==> config.mk <==
export PLATFORM = sky130hd
export DESIGN_NAME = sbox_layer_driver
export DESIGN_NICKNAME = d
export VERILOG_FILES = /design/src/rtl/sbox_layer_driver.sv
export SDC_FILE = /design/constraint.sdc
export NUM_CORES = 1
export LEC_CHECK = 0
export ABC_CLOCK_PERIOD_IN_PS = 2100
export CAP_MARGIN = 20
export CORE_MARGIN = 4
export CORE_UTILIZATION = 47
export DETAILED_ROUTE_END_ITERATION = 7
export GPL_TIMING_DRIVEN = 0
export MAX_ROUTING_LAYER = met4
export PLACE_DENSITY_LB_ADDON = 0.1
export SLEW_MARGIN = 10
export SYNTH_ARGS = -nofsm -noshare
export SYNTH_HDL_FRONTEND = slang
export SYNTH_SLANG_ARGS = --single-unit
==> constraint.sdc <==
create_clock -name clk -period 2.1 [get_ports clk]
set_input_delay 0.315 -clock clk [delete_from_list [all_inputs] [get_ports clk]]
set_output_delay 0.315 -clock clk [all_outputs]
set_load 0.01 [all_outputs]
==> src/rtl/sbox_layer_driver.sv <==
// Streams a two-share state through one shared, registered S-box, one nibble per cycle,
// supplying 10 fresh LFSR guard bits per nibble and reassembling the substituted shares.
module sbox_layer_driver #(
  parameter int NIBBLES = 32
) (
  input  logic                   clk,
  input  logic                   rst_n,
  input  logic                   start,
  input  logic [4*NIBBLES-1:0]   share0_in,
  input  logic [4*NIBBLES-1:0]   share1_in,
  input  logic                   seed_load,
  input  logic [31:0]            seed,
  output logic [3:0]             sb_in0,
  output logic [3:0]             sb_in1,
  output logic [9:0]             sb_guards,
  input  logic [3:0]             sb_out0,
  input  logic [3:0]             sb_out1,
  output logic [4*NIBBLES-1:0]   share0_out,
  output logic [4*NIBBLES-1:0]   share1_out,
  output logic                   busy,
  output logic                   done
);
  localparam int W  = 4*NIBBLES;
  localparam int CW = (NIBBLES > 1) ? $clog2(NIBBLES) : 1;
  localparam logic [CW-1:0] LAST = CW'(NIBBLES-1);

  typedef enum logic [1:0] {IDLE, FEED, DRAIN} state_t;
  state_t state, state_nx;

  logic [CW-1:0] cnt;
  logic [W-1:0]  src0, src1, res0, res1;
  logic [31:0]   s;
  logic          feed;

  function automatic logic [31:0] lfsr_step10(input logic [31:0] v);
    logic [31:0] r;
    r = v;
    for (int i = 0; i < 10; i++) r = {r[30:0], r[31] ^ r[21] ^ r[1] ^ r[0]};
    return r;
  endfunction

  // Results arrive one cycle late, so new nibbles enter at the top and slide down.
  function automatic logic [W-1:0] shift_in(input logic [W-1:0] r, input logic [3:0] nib);
    return (r >> 4) | ({{(W-4){1'b0}}, nib} << (W-4));
  endfunction

  always_ff @(posedge clk or negedge rst_n) begin
    if (!rst_n) state <= IDLE;
    else        state <= state_nx;
  end

  always_comb begin
    state_nx = state;
    case (state)
      IDLE:    if (start) state_nx = FEED;
      FEED:    if (cnt == LAST) state_nx = DRAIN;
      DRAIN:   state_nx = IDLE;
      default: state_nx = IDLE;
    endcase
  end

  always_comb begin
    feed      = (state == FEED);
    busy      = (state != IDLE);
    sb_in0    = feed ? src0[3:0] : 4'h0;
    sb_in1    = feed ? src1[3:0] : 4'h0;
    sb_guards = feed ? s[9:0]    : 10'h0;
  end

  always_ff @(posedge clk or negedge rst_n) begin
    if (!rst_n) begin
      cnt <= '0;
      done <= 1'b0;
    end else begin
      done <= (state == DRAIN);
      if (state == IDLE && start) cnt <= '0;
      else if (feed)              cnt <= cnt + 1'b1;
    end
  end

  // Share 0 path
  always_ff @(posedge clk or negedge rst_n) begin
    if (!rst_n) begin
      src0 <= '0;
      res0 <= '0;
      share0_out <= '0;
    end else begin
      if (state == IDLE && start) src0 <= share0_in;
      else if (feed)              src0 <= src0 >> 4;
      if (feed && cnt != '0) res0 <= shift_in(res0, sb_out0);
      if (state == DRAIN)    share0_out <= shift_in(res0, sb_out0);
    end
  end

  // Share 1 path, kept fully separate from share 0
  always_ff @(posedge clk or negedge rst_n) begin
    if (!rst_n) begin
      src1 <= '0;
      res1 <= '0;
      share1_out <= '0;
    end else begin
      if (state == IDLE && start) src1 <= share1_in;
      else if (feed)              src1 <= src1 >> 4;
      if (feed && cnt != '0) res1 <= shift_in(res1, sb_out1);
      if (state == DRAIN)    share1_out <= shift_in(res1, sb_out1);
    end
  end

  // A zero seed would lock the LFSR, so it is replaced by 1.
  always_ff @(posedge clk or negedge rst_n) begin
    if (!rst_n)                       s <= 32'h0000_0001;
    else if (state == IDLE && seed_load) s <= (seed == 32'h0) ? 32'h0000_0001 : seed;
    else if (feed)                    s <= lfsr_step10(s);
  end
endmodule

=== Word-level counts from Yosys, hierarchy flattened ===
Index checks and enable logic that the tools add are counted.

* Word-level logic and storage cells: 73
* Bits in registers: 808
* Input port bits: 300
* Output and inout bits: 276

* Eq/ne operators: 5
* Bitwise gates (word level): 32
* Add/sub/neg operators: 1
* Multiplexer cells: 15
* Reductions and logical operators: 10

{| class="wikitable"
|+ Operators with widths
! operator !! number
|-
| 128-bit 2-to-1 mux || 4
|-
| 124-bit by 128-bit bitwise OR with 128-bit output || 2
|-
| 32-bit 2-to-1 mux || 3
|-
| 32-bit zero test || 1
|-
| 1-bit XOR || 30
|-
| 10-bit 2-to-1 mux || 1
|-
| 5-bit 2-to-1 mux || 2
|-
| 4-bit 2-to-1 mux || 2
|-
| 2-bit nonzero test || 3
|-
| 5-bit by 1-bit adder with 5-bit output (second input constant) || 1
|-
| 5-bit == test (second input constant) || 1
|-
| 5-bit nonzero test || 1
|-
| 2-bit 2-to-1 mux || 2
|-
| 2-bit one-hot mux with 2 select lines || 1
|-
| 1-bit logical AND || 3
|-
| 2-bit by 1-bit == test with 1-bit output (second input constant) || 1
|-
| 2-bit == test (second input constant) || 1
|-
| 2-bit zero test || 1
|-
| 2-bit by 1-bit inequality test with 1-bit output (second input constant) || 1
|-
| 2-bit inequality test (second input constant) || 1
|-
| 2-bit AND reduction || 1
|}

=== Logic depth before layout (Yosys ltp) ===
* Depth after elaboration: 14
* Gate-level depth with buffers: 8
* Depth with buffers taken out: 5

=== Least setup slack after synthesis ===
Ideal clock, no wire load.

* Kind: flip-flop to flip-flop
* From: reg cnt[0]
* To: reg res0[124]
* Arrival time: 1858 ps
* Clock period less this slack: 1983 ps
* Slack: 117 ps
* Setup time: 125 ps
* Cell stages (with the launch flop): 8
* Cells stage by stage: dfrtp_1 > inv_1 > ha_1 > nor4b_1 > nor2_1 > clkbuf_1 > buf_2 > mux2_2

* Cells in the longest elaborated chain, start to end: 2

{| class="wikitable"
|+ Ends and longest elaborated chain
! element !! RTL line !! RTL
|-
| start, declared || 30 || <nowiki>logic [CW-1:0] cnt;</nowiki>
|-
| start signal, assigned || 77 || <nowiki>else if (feed) cnt <= cnt + 1'b1;</nowiki>
|-
| 5-bit nonzero test || 90 || <nowiki>if (feed && cnt != '0) res0 <= shift_in(res0, sb_out0);</nowiki>
|-
| 1-bit logical AND || 90 ||
|-
| end signal, assigned || 90 ||
|-
| end, declared || 31 || <nowiki>logic [W-1:0] src0, src1, res0, res1;</nowiki>
|}

Every way passes these cells.
A chain may end at the register's enable or synchronous reset.

=== Worst setup path in the final report ===
* From: reg state[1]
* To: out sb_in0[0]

* Cells in the longest elaborated chain, start to end: 2

{| class="wikitable"
|+ Ends and longest elaborated chain
! element !! RTL line !! RTL
|-
| start, declared || 28 || <nowiki>state_t state, state_nx;</nowiki>
|-
| start signal, assigned || 49 || <nowiki>else state <= state_nx;</nowiki>
|-
| 2-bit by 1-bit == test with 1-bit output || 63 || <nowiki>feed = (state == FEED);</nowiki>
|-
| 4-bit 2-to-1 mux || 65 || <nowiki>sb_in0 = feed ? src0[3:0] : 4'h0;</nowiki>
|-
| end, declared || 13 || <nowiki>output logic [3:0] sb_in0,</nowiki>
|}

Every way passes these cells.

==> results.md <==
* Status: complete, but fails checks
* Failing checks: hold timing
* DIE AREA at just over 70000 um2
* Min Tclk post-route at about 2.1 ns
* Critical path launch point type: flip-flop
* Area contributors post-synth: dfrtp_1 64%, mux2_2 18%, nand2_1 6.5%
* Max Slew Vio Count at 0
* RSZ-0062 raised after global routing: true
* Metal-1 WL at around 33 mm
* H-tree depth at 3
* GRT overflow at 0
* Initial Util at 0.475
* Number of global-route vias before repair at around 23000
* PortBufs at around 580
* Critical path, cell by cell: nor2b_4, buf_12, clkbuf_16, and2_4, buf_6
* Synth cell types at 33
* VDD IR-drop max at between 0.7 and 0.8 mV
* Flops & latches, synth at 800
* Post-Syn Area at approximately 31000 um2
* Critical Path End Type: output pin
* Synth Instances at 2405
* Fin crit share at 0.998
* Sequential share of the synthesized area at 0.639
* Reg2reg path depth at 8
* Final Wtd Congestion at between 0.9 and 1
* TritonCTS buffer count at between 80 and 90
* Total Wirelength at around 84 mm
* Final hold violations at 326
* Core area at roughly 66000 um2
* Synth warn at 0
* DRT antenna net count at 0
* Worst-margin pin slew at between 0.6 and 0.7 ns
* Longest Clk Path Bufs at 3
* Critical R2R Launch: state[1]$_DFFE_PN0P_
* Metal3 WL at 5.60 mm
* Met2 WL at between 40 and 50 mm
* Final Skew at approximately 0.016 ns
* PD cells at 1410 nW/um2
* Syn-to-layout area delta at 34.2%
* Ports at 576
* Latest clock arrival within the worst-skew pair at between 0.6 and 0.7 ns
* Core Util, Final at 0.638
* Slew HR at 0.575
* Final setup fails at 0
* Max frequency at roughly 480 MHz
* Post-synth top area cell: dfrtp_1
* Initial antenna violation count at 30
* Highest layer used for signal routing: met4
* First-pass DRT Iterations at 5
* Row cnt at 94
* Most common cell in the netlist: dfrtp_1
* Post-synth EDFFs at 0
* Wirelength per Cell at between 20 and 25 um
* Via count at approximately 21000
* Crit-path max cell delay at around 0.43 ns
* Worst min path class: input port to asynchronous set/reset pin
* CP max-delay cell: dfrtp_1
* First-pass GRT wire length at about 130 mm
* CTS clock-pin slew for the worst setup and hold paths at roughly 0.060 ns
* Die H at about 270 um
* Avg Vias per Cell at about 5.3
* Critical path startpoint: state[1]$_DFFE_PN0P_
* Nets at around 3400
* Root Driver: clkbuf_16
* Pre-CTS setup slack at -1.08 ns
* Critical Path AT at 1.78 ns
* Synth top area share at 0.639
* Crit-path max FO at 7
* TritonCTS clock tree: built
* FFs w/ async S/R, synth at 1.00
* Commonest register cell after synthesis: dfrtp_1
* Largest net degree at the start of global routing at roughly 110
* Syn_nets at 2708
* Initial DRC Count at 1300
* Die Width at roughly 270 um
* WP data required at 1.78 ns
* Clk sinks at 800
* Hold Slack at -0.282 ns
* Share of cells above drive strength 1 at 0.265
* Worst Path Class, Setup: flip-flop to output pin
* GR Util All Layers at 0.240
* Max_cap viols at 0
* DP Wirelength at ~61 mm
* Post-synth top cells: 799 x dfrtp_1, 543 x nand2_1, 504 x mux2_2, 250 x a22oi_1, 109 x clkbuf_1
* Post-route DRC at 0
* Syn Area/Cell at ~13 um2
* Final worst setup slack at 0.00483 ns
* Overall Power at approximately 59 mW
* LEAKAGE at between 15 and 20 nW
## per-stage QoR
stage                     instance area [um2]  instances  TNS, ns
after detailed placement                38400       3852  -520.91
after floorplan                         31300       2405        0
final                                   42000       4059        0
after global placement                  38100       3844        -
after global routing                    42000       4059    -1.17
after CTS                               41700       4018   -0.712
## placed cells by master, fill, tap and decap left out, types with 12 or more instances in the layout
master	synthesis	routed
a22oi_1	250	250
and2_4	0	19
buf_16	0	12
buf_2	44	23
buf_4	0	23
buf_6	0	36
clkbuf_1	109	51
clkbuf_16	0	92
clkbuf_2	0	58
clkbuf_8	0	20
clkdlybuf4s50_1	0	555
clkinv_2	0	21
dfrtp_1	799	799
diode_2	0	30
mux2_2	504	504
nand2_1	543	543
nor2_1	24	21
xnor2_1	19	19
## routing by layer
layer,vias up,global-route usage
met5,-,-
met4,0,0.0680
met3,144,0.0672
met2,565,0.400
met1,10900,0.287
li1,9824,-
## cells by family (layout without fill, tap and decap cells)
logic type,count (synthesis),in the layout,share of synthesized area
flops,800,800,0.639
compound gates,297,297,0.0700
fa+ha+maj,3,3,0.00120
buf+inv,158,918,0.0207
mux,504,504,0.181
simple gates,615,615,0.0774
other cells,0,30,0
xor+xnor,28,28,0.0101
## final cells by class
| cell class | count | area (um2) |
|---|---|---|
| fill | 4967 | 23800 |
| sequential | 800 | 20000 |
| multi-input combinational | 1447 | 10700 |
| timing repair buffer | 609 | 6370 |
| clock buffer | 125 | 2550 |
| tap | 864 | 1080 |
| buffer | 151 | 911 |
| clock inverter | 30 | 278 |
| antenna | 30 | 75.1 |
| inverter | 3 | 11.3 |
## state kept, by name, indices dropped and copies added, names as in the netlist
register and flops:
state 2, res0 124, share0_out 128, src0 128
cnt 5, s 32, done 1, share1_out 128
res1 124, src1 128
## where the power goes
part	internal [mW]	switching (mW)
registers	21.0	3.63
clock network	8.93	6.12
logic	10.8	8.85
total	40.7	18.6
## path summary, 6_finish.rpt
kind                                         endpoint  slack (ns)
min                        share0_out[47]$_DFFE_PN0P_       -0.28
max                                         sb_in0[0]       0.005
max reg2reg                     src1[107]$_DFFE_PN0P_        0.05
max in group asynchronous        src1[58]$_DFFE_PN0P_        0.80
min reg2reg                      src1[16]$_DFFE_PN0P_        0.47
min in group clk                src0[126]$_DFFE_PN0P_        0.24
## what timing repair did
item | CTS | global route
pin swaps | 5 | 9
setup buffers | 11 | 7
gates resized for setup | 222 | 67
hold endpoints to repair | 68 | 68
gates cloned | 2 | 1
endpoints found under the setup margin | 851 | 642
## critical path, delay by kind of cell, from the launching register on
kind	cells	cell delay, ns
buffers and inverters	3	0.38
flip-flops	1	0.43
AND/OR/NAND/NOR	2	0.34
(Power assumes the default switching activity.)
